### src/rtl/uart_word_tx.sv
// uart_word_tx: serialises a NUM_OCTETS*8-bit word onto a UART line as
// back-to-back 8N1 frames. The most-significant octet goes first, and bits
// within an octet go LSB first.
// Optional feature macro: PARITY_EN adds an even-parity bit between the
// data bits and the stop bit, which makes an 11-bit frame.
module uart_word_tx #(
  parameter int unsigned CLKS_PER_BIT = 432,
  parameter int unsigned NUM_OCTETS   = 16
) (
  input  logic                    CLK_IN,
  input  logic                    resetIn,
  input  logic [NUM_OCTETS*8-1:0] DATA_IN,
  input  logic                    DATA_VALID,
  output logic                    READY,
  output logic                    UART_TX,
  output logic                    BUSY,
  output logic                    DONE
);

  localparam int unsigned WORD_W = NUM_OCTETS * 8;
  localparam int unsigned BAUD_W = (CLKS_PER_BIT > 1) ? $clog2(CLKS_PER_BIT) : 1;
  localparam int unsigned OCT_W  = (NUM_OCTETS > 1) ? $clog2(NUM_OCTETS) : 1;

  localparam logic [BAUD_W-1:0] BAUD_LAST = BAUD_W'(CLKS_PER_BIT - 1);
  localparam logic [OCT_W-1:0]  OCT_FIRST = OCT_W'(NUM_OCTETS - 1);

  typedef enum logic [2:0] {
    IDLE,
    START,
    DATA,
`ifdef PARITY_EN
    PARITY,
`endif
    STOP
  } state_t;

  state_t              state_q, state_d;
  logic [BAUD_W-1:0]   baud_q, baud_d;
  logic [2:0]          bit_q, bit_d;
  logic [OCT_W-1:0]    octet_q, octet_d;
  logic [WORD_W-1:0]   shreg_q, shreg_d;
  logic                tx_q, tx_d;
  logic                done_q, done_d;

  logic                baud_end;
  logic [2:0]          bit_inc;
  logic [7:0]          cur_octet;

  // The word is shifted left by one octet after each frame, so the octet
  // on the wire always sits in the top byte. octet_q only tracks how many
  // octets remain.
  assign cur_octet = shreg_q[WORD_W-1 -: 8];
  assign baud_end  = (baud_q == BAUD_LAST);
  assign bit_inc   = bit_q + 3'd1;

  assign UART_TX = tx_q;
  assign DONE    = done_q;
  assign READY   = (state_q == IDLE);
  assign BUSY    = (state_q != IDLE);

  // State, counters, shift register and the registered line output
  always_ff @(posedge CLK_IN or negedge resetIn) begin
    if (!resetIn) begin
      state_q <= IDLE;
      baud_q  <= '0;
      bit_q   <= '0;
      octet_q <= '0;
      shreg_q <= '0;
      tx_q    <= 1'b1;
      done_q  <= 1'b0;
    end else begin
      state_q <= state_d;
      baud_q  <= baud_d;
      bit_q   <= bit_d;
      octet_q <= octet_d;
      shreg_q <= shreg_d;
      tx_q    <= tx_d;
      done_q  <= done_d;
    end
  end

  // Next-state logic. tx_d holds the line level for the state being
  // entered, so the line changes on the same edge as the state.
  always_comb begin
    state_d = state_q;
    baud_d  = baud_q;
    bit_d   = bit_q;
    octet_d = octet_q;
    shreg_d = shreg_q;
    tx_d    = tx_q;
    done_d  = 1'b0;

    if (state_q != IDLE) begin
      baud_d = baud_end ? '0 : baud_q + 1'b1;
    end

    case (state_q)
      IDLE: begin
        tx_d = 1'b1;
        if (DATA_VALID) begin
          state_d = START;
          shreg_d = DATA_IN;
          octet_d = OCT_FIRST;
          bit_d   = '0;
          baud_d  = '0;
          tx_d    = 1'b0;
        end
      end

      START: begin
        if (baud_end) begin
          state_d = DATA;
          bit_d   = '0;
          tx_d    = cur_octet[0];
        end
      end

      DATA: begin
        if (baud_end) begin
          if (bit_q == 3'd7) begin
`ifdef PARITY_EN
            state_d = PARITY;
            tx_d    = ^cur_octet;
`else
            state_d = STOP;
            tx_d    = 1'b1;
`endif
          end else begin
            bit_d = bit_inc;
            tx_d  = cur_octet[bit_inc];
          end
        end
      end

`ifdef PARITY_EN
      PARITY: begin
        if (baud_end) begin
          state_d = STOP;
          tx_d    = 1'b1;
        end
      end
`endif

      STOP: begin
        if (baud_end) begin
          if (octet_q == '0) begin
            state_d = IDLE;
            done_d  = 1'b1;
            tx_d    = 1'b1;
          end else begin
            // Next start bit follows directly, with no idle gap
            state_d = START;
            octet_d = octet_q - 1'b1;
            shreg_d = shreg_q << 8;
            tx_d    = 1'b0;
          end
        end
      end

      default: begin
        state_d = IDLE;
        tx_d    = 1'b1;
      end
    endcase
  end

endmodule

### config.mk
export PLATFORM = sky130hd
export DESIGN_NAME = uart_word_tx
export DESIGN_NICKNAME = d
export VERILOG_FILES = /design/src/rtl/uart_word_tx.sv
export SDC_FILE = /design/constraint.sdc
export NUM_CORES = 1
export LEC_CHECK = 0
export CORE_ASPECT_RATIO = 1.25
export CORE_UTILIZATION = 57
export DETAILED_ROUTE_END_ITERATION = 16
export GPL_TIMING_DRIVEN = 1
export PLACE_DENSITY_LB_ADDON = 0.05
export SLEW_MARGIN = 10
export SYNTH_ARGS = -nofsm -noshare
export SYNTH_HDL_FRONTEND = slang
export SYNTH_SLANG_ARGS = --single-unit
### constraint.sdc
create_clock -name CLK_IN -period 3.98 [get_ports CLK_IN]
set_input_delay 0.796 -clock CLK_IN [delete_from_list [all_inputs] [get_ports CLK_IN]]
set_output_delay 0.796 -clock CLK_IN [all_outputs]
set_load 0.005 [all_outputs]
==> results.md, run 1 <==
- Crit path kind: register to register
- Cell Rows: 45
- Layout cells sized above 1: 0.0652
- Die Y: 128 µm
- Setup crit start kind: register
- Max Fclk: 322 MHz
- Max Root-Sink Buffers: 2
- Setup Skew: 6.33 ps
- WL/cell: 17.8 µm
- Setup TNS: 0 ps
- Synth Cell Area: 7210 µm²
- Top Ports: 135
- Outcome: finished, final reports clean
- Synthesized instance count: 686
- Yosys warns: 0
- GRT Overall Usage: 0.274
- Max-slew violation count: 0
- Sequential area share after synthesis: 0.514
- Reg2Reg Depth: 8
- RSZ-0062 raised after global routing: false
- # nets final: 927
- Routed vias/inst: 6.01
- FILL cells: 900
- Min Tclk post-route: 3110 ps
- Worst path slowest cell: or2_4
- Pwr dens: 752 nW/µm²
- Die X: 103 µm
- Via count: 5780
- DRC viols: 0
- Multi-input logic area: 3220 µm²
- Main synth FF type: dfrtp_1
- Max Cap Viol: 0
- Antenna diode count: 0
- Clk root buf: clkbuf_16
- Synth Net Count: 826
- Number of synthesized flops with an enable pin: 0
- Reg2reg start: state_q[0]
- Number of port buffers: 134
- Design area: 9200 µm²
- Largest area contributor in the synthesized netlist: dfrtp_1
- First-pass GRT wire length: 28000 µm
- Arrival @ worst endpoint: 3370 ps
- Clock sinks: 148
- Core Box Area: 12200 µm²
- CTS tree: done
- Initial antenna violation count: 0
- Distinct cell type count after synthesis: 51
- ANT nets after route: 0
- Reg area: 3700 µm²
- Setup slack, reg-to-reg: 870 ps
- Final setup fails: 0
- DR iter-0 viols: 377
- Asr flop ratio synth: 1.00
- Clock transition at path regs: 60 ps
- Yosys reg bits: 148
- Final wirelength: 17100 µm
- Final Cycle Share: 0.781
- H-tree depth: 4
- Overflow after GRT: 0
- CTS Hold Bufs: 0
- Setup bufs post-CTS: 0
- Drt pass-1 iters: 5
- Clk_lat worst skew: 410 ps
- Worst-Margin Slew: 1070 ps
- Mean Syn Cell Area: 10.5 µm²
- Max_slew headroom: 0.285
- Die ar.: 13100 µm²
- Reg2reg end: shreg_q[113]
- Highest cell delay on the worst timing path: 660 ps
- Critical Path, Cell by Cell: inv_1 > ha_1 > inv_1 > nor2_4 > buf_4 > or2_4 > buf_4 > o21ai_0
- Cts bufs inserted: 17
- Area contributors post-synth: dfrtp_1 (51%), mux2i_1 (18%), o21ai_0 (17%)
- Synth top area share: 0.510
- Final HPWL DP: 10900 µm
- Final hold violation count: 0
- Largest net degree at the start of global routing: 124
- HP Class: input port to async pin
- LEAKAGE: 3.82 nW
- Worst IR drop on VDD: 0.387 mV
- Post-CTS sizing: 0
- Initial cell density of the core: 0.590
- CP endpoint kind: register
- GPL Wtd Cong: 0.814
- Crit Path Max Fanout: 79
- Worst Path Required: 4240 ps
- Placed cell area: 8590 µm²
- Area delta synth->final: 27.6%
- Vias in the first global route: 5904
-- synthesized netlist by cell type, drive strengths merged (3+ instances only) --
| library cell | n |
|---|---|
| nor2 | 5 |
| ha | 9 |
| dfrtp | 147 |
| mux2 | 5 |
| a21oi | 7 |
| mux2i | 127 |
| a22o | 10 |
| clkbuf | 49 |
| o21ai | 246 |
| nand3 | 4 |
| inv | 11 |
| nand4 | 3 |
| nand2 | 16 |
| buf | 11 |
| or3 | 3 |
-- kinds of logic (layout without fill, tap and decap cells) --
kind of cell / count (synthesis) / count (layout) / share of synthesized area
xor+xnor: 2 / 2 / 0.00243
flops: 148 / 148 / 0.514
simple gates: 49 / 49 / 0.0377
buf+inv: 71 / 183 / 0.0422
compound gates: 275 / 275 / 0.204
mux: 132 / 132 / 0.185
fa+ha+maj: 9 / 9 / 0.0156
-- through the flow --
stage	utilization	setup WS [ps]	total power, W	cells	hold WS, ps
floorplan	-	1900	0.00454	686	458
global placement	0.703	909	0.00512	932	488
detailed placement	0.703	862	0.00526	932	494
CTS	0.753	885	0.00695	962	490
global route	0.753	653	0.00740	962	525
finish	0.753	873	0.00692	962	445
-- power by group --
| group | leakage [nW] | internal, W | switching (W) | total [W] |
|---|---|---|---|---|
| registers | 1.85 | 0.00221 | 0.000392 | 0.00260 |
| clock network | 0.301 | 0.00107 | 0.000583 | 0.00166 |
| logic | 1.67 | 0.00117 | 0.00149 | 0.00266 |
| total | 3.82 | 0.00445 | 0.00247 | 0.00692 |
-- worst max-delay path: cells and delay by family (launching register included) --
family	cells	cell delay, ps
buffers and inverters	4	1110
and+or+nand+nor	2	810
AOI/OAI and AO/OA	1	170
adders and majority gates	1	400
DFF	1	430
-- flip-flops by register name, indices dropped and copies added, names as in the netlist --
register	cells
state_q	2
UART_TX	1
DONE	1
bit_q	3
octet_q	4
baud_q	9
shreg_q	128
-- how the worst max path moves through the flow --
stage / end / cells past startpoint / startpoint / slack [ps]
after detailed placement: shreg_q[92] / 6 / DATA_VALID / 860
after global routing: shreg_q[92] / 8 / state_q[0] / 650
after global placement: shreg_q[113] / 6 / DATA_VALID / 910
after CTS: shreg_q[113] / 8 / state_q[0] / 880
final: shreg_q[113] / 8 / state_q[0] / 870
after floorplan: octet_q[0] / 8 / octet_q[0] / 1900
-- cells in the final DEF, fill, tap and decap left out, types with 3 or more instances in the layout --
cell type,netlist,layout
or3_1,3,3
dfrtp_1,147,147
mux2_2,4,4
ha_1,9,8
bufinv_16,0,4
buf_4,1,7
nand4_1,3,3
clkdlybuf4s50_1,0,133
inv_1,11,11
mux2i_1,127,127
nand2_1,16,16
nand3_1,4,4
clkinv_2,0,4
nor2_1,5,4
o21ai_0,244,244
a22o_1,10,10
a21oi_1,7,7
clkbuf_16,0,17
-- metal layers --
layer,global-route usage,wire (µm)
met3,0.0643,946
met4,0.0832,274
met1,0.333,6930
met2,0.476,8970
met5,0,0
-- area by class of cell --
| type | count | area share |
|---|---|---|
| Clock buffer | 20 | 0.0496 |
| Clock inverter | 10 | 0.0170 |
| Inverter | 11 | 0.00449 |
| Multi-Input combinational cell | 467 | 0.350 |
| Sequential cell | 148 | 0.403 |
| Tap cell | 164 | 0.0223 |
| Timing Repair Buffer | 142 | 0.154 |
No activity file was read; power rests on OpenSTA's default activity.
==> run 2, diff against run 1 <==
CORE_UTILIZATION = 53   (was 57)
clock period = 2.9 ns   (was 3.98 ns; I/O delays follow)
==> run 2 against run 1 <==
Net effect: global-route usage shrank 2.0 points; first-iteration DRC count down 9.8%; combinational power increased by 39%; die area is 7.4% higher; design area barely moved; critical path depth shrank 4; setup slack got worse by 750 ps; final cell count rose by 1.0%; clock skew rose by 5.3 ps; critical path type is now register to output port; largest power group unchanged.
==> results.md, run 2 (synthesis results as in run 1) <==
- Min Tclk post-route: 2780 ps
- CTS Hold Bufs: 0 (unchanged)
- Setup TNS: 0 ps (unchanged)
- Critical Path, Cell by Cell: inv_1 > ha_1 > inv_1 > clkdlybuf4s50_1
- Worst Path Required: 2320 ps (-1920 ps)
- Worst path top cell family by delay: buffers and inverters
- Seq pwr share: 0.380 (+0.004)
- LEAKAGE: 3.82 nW (-0.15%)
- Initial antenna violation count: 0 (unchanged)
- Largest Register: shreg_q
- First-pass GRT wire length: 28200 µm (+0.84%)
- DR iter-0 viols: 340 (-9.8%)
- Pwr dens: 1020 nW/µm² (+35%)
- Max Fclk: 360 MHz
- Worst IR drop on VDD: 0.537 mV (+39%)
- Placed Instances: 940 (+0.86%)
- Die ar.: 14100 µm² (+7.4%)
- Final setup fails: 0 (unchanged)
- Internal power: 0.00594 W (+33%)
- Top cell by count, worst path: inv_1
- Final wirelength: 17100 µm (-0.37%)
- Initial cell density of the core: 0.545 (-0.0452)
- Clock transition at path regs: 60 ps (about the same)
- Combinational power share: 0.395 (+0.010)
- GPL Wtd Cong: 0.808 (-0.73%)
- Cell Rows: 47 (+4.4%)
- FILL cells: 1032 (+15%)
- Area delta synth->final: 27.7% (about the same)
- Largest net degree at the start of global routing: 122 (-1.6%)
- Setup crit start kind: register
- CTS tree: done
- Worst path slowest cell: clkdlybuf4s50_1
- Number of port buffers: 134 (unchanged)
- Commonest non-fill, non-tap cell in the layout: o21ai_0
- Outcome: finished, final reports clean
- Commonest cells after routing, fill and taps aside: o21ai_0 (244), dfrtp_1 (147), clkdlybuf4s50_1 (133)
- Crit path kind: register to output port
- Top Ports: 135 (unchanged)
- WL/cell: 17.5 µm (-1.4%)
- Vias in the first global route: 5801 (-1.7%)
- Post-Layout Cell Count: 972 (+1.0%)
- Overflow after GRT: 0 (unchanged)
- Cts bufs inserted: 17 (unchanged)
- Setup Skew: 11.6 ps (+5.31 ps)
- Max Root-Sink Buffers: 2 (unchanged)
- Buf+Inv Stages, Crit Path: 3 (-1)
- HP Class: input port to async pin
- Reg2reg start: state_q[0]
- ANT nets after route: 0 (unchanged)
- # nets final: 928 (+0.11%)
- GRT Overall Usage: 0.253 (-0.0204)
- Worst-Margin Slew: 1070 ps (-7.49 ps)
- Switching power: 0.00344 W (+39%)
- Highest cell delay on the worst timing path: 570 ps (-90 ps)
- Core Box Area: 13200 µm² (+8.3%)
- Largest regs: shreg_q: 128 flops, baud_q: 9 flops, octet_q: 4 flops
- Die X: 106 µm (+3.6%)
- CP endpoint kind: output port
- Final Cycle Share: 0.957
- Max_slew headroom: 0.290 (+0.00499)
- Setup bufs post-CTS: 0 (unchanged)
- Drt pass-1 iters: 4 (-1)
- Post-CTS sizing: 0 (unchanged)
- Switching fraction of total power: 0.366 (+0.00975)
- Via count: 5716 (-1.1%)
- Clk root buf: clkbuf_16
- Routed vias/inst: 5.88 (-2.1%)
- Max Cap Viol: 0 (unchanged)
- Power share of the clock group: 0.225 (-0.014)
- Clk_lat worst skew: 410 ps (about the same)
- Max-slew violation count: 0 (unchanged)
- Die Y: 132 µm (+3.6%)
- Arrival @ worst endpoint: 2200 ps (-1170 ps)
- H-tree depth: 4 (unchanged)
- Antenna diode count: 0 (unchanged)
- RSZ-0062 raised after global routing: false
- Launch point of the worst path: state_q[0]
- Layout cells sized above 1: 0.0687 (+0.00350)
- Final hold violation count: 0 (unchanged)
- DRC viols: 0 (unchanged)
- Number of flip-flops in the largest register: 128 (unchanged)
- Final HPWL DP: 10700 µm (-1.5%)
- Clock sinks: 148 (unchanged)
- Crit Path Max Fanout: 11 (-86%)
## run 2: cell types whose count changed in the layout (fill, tap and decap cells not counted)
cell        previous run  this run
bufinv_16              4         2
clkbuf_8               2         0
buf_4                  7         5
clkinvlp_4             1         3
clkinv_2               4         6
clkinv_4               1         3
buf_12                 1         4
## run 2: final cells by class
cell class / count / area (µm²) / area share
clock buffer: 18 / 429 / 0.0466
clock inverter: 14 / 139 / 0.0151
inverter: 11 / 41.3 / 0.00448
multi-input combinational: 467 / 3220 / 0.350
sequential: 148 / 3700 / 0.402
tap: 171 / 214 / 0.0232
timing repair buffer: 143 / 1460 / 0.159
## run 2: metal layers
layer  vias up  global-route usage  wire length (µm)
met4         0              0.0849               279
met5         -                   0                 0
met1      2870               0.326              7300
li1       2695                   -                 -
met2       133               0.424              8770
met3        18              0.0542               709
## run 2: stage by stage
step	total power, W	setup slack [ps]	hold slack (ps)	utilization	instance area (µm²)
2_1_floorplan	0.00622	819	284	-	7210
3_3_place_gp	0.00712	600	486	0.653	8640
3_5_place_dp	0.00729	476	483	0.653	8640
4_1_cts	0.00945	123	113	0.696	9210
5_1_grt	0.0101	4.45	123	0.696	9210
6_report	0.00938	123	106	0.696	9210
## run 2: final timing paths
| check | endpoint | slack (ps) | cells past startpoint |
|---|---|---|---|
| max in group asynchronous | shreg_q[41] | 1840 | 2 |
| max | BUSY | 120 | 4 |
| min in group CLK_IN | baud_q[7] | 490 | 1 |
| max reg2reg | shreg_q[93] | 440 | 7 |
| min reg2reg | baud_q[7] | 490 | 1 |
| min | shreg_q[116] | 110 | 1 |
## run 2: power by group through the flow
| stage | sequential [W] | combinational [W] | clock (W) |
|---|---|---|---|
| after floorplan | 0.00338 | 0.00284 | 0 |
| after global placement | 0.00354 | 0.00359 | 0 |
| after detailed placement | 0.00358 | 0.00371 | 0 |
| after CTS | 0.00356 | 0.00374 | 0.00216 |
| after global routing | 0.00367 | 0.00415 | 0.00224 |
| final | 0.00356 | 0.00370 | 0.00211 |
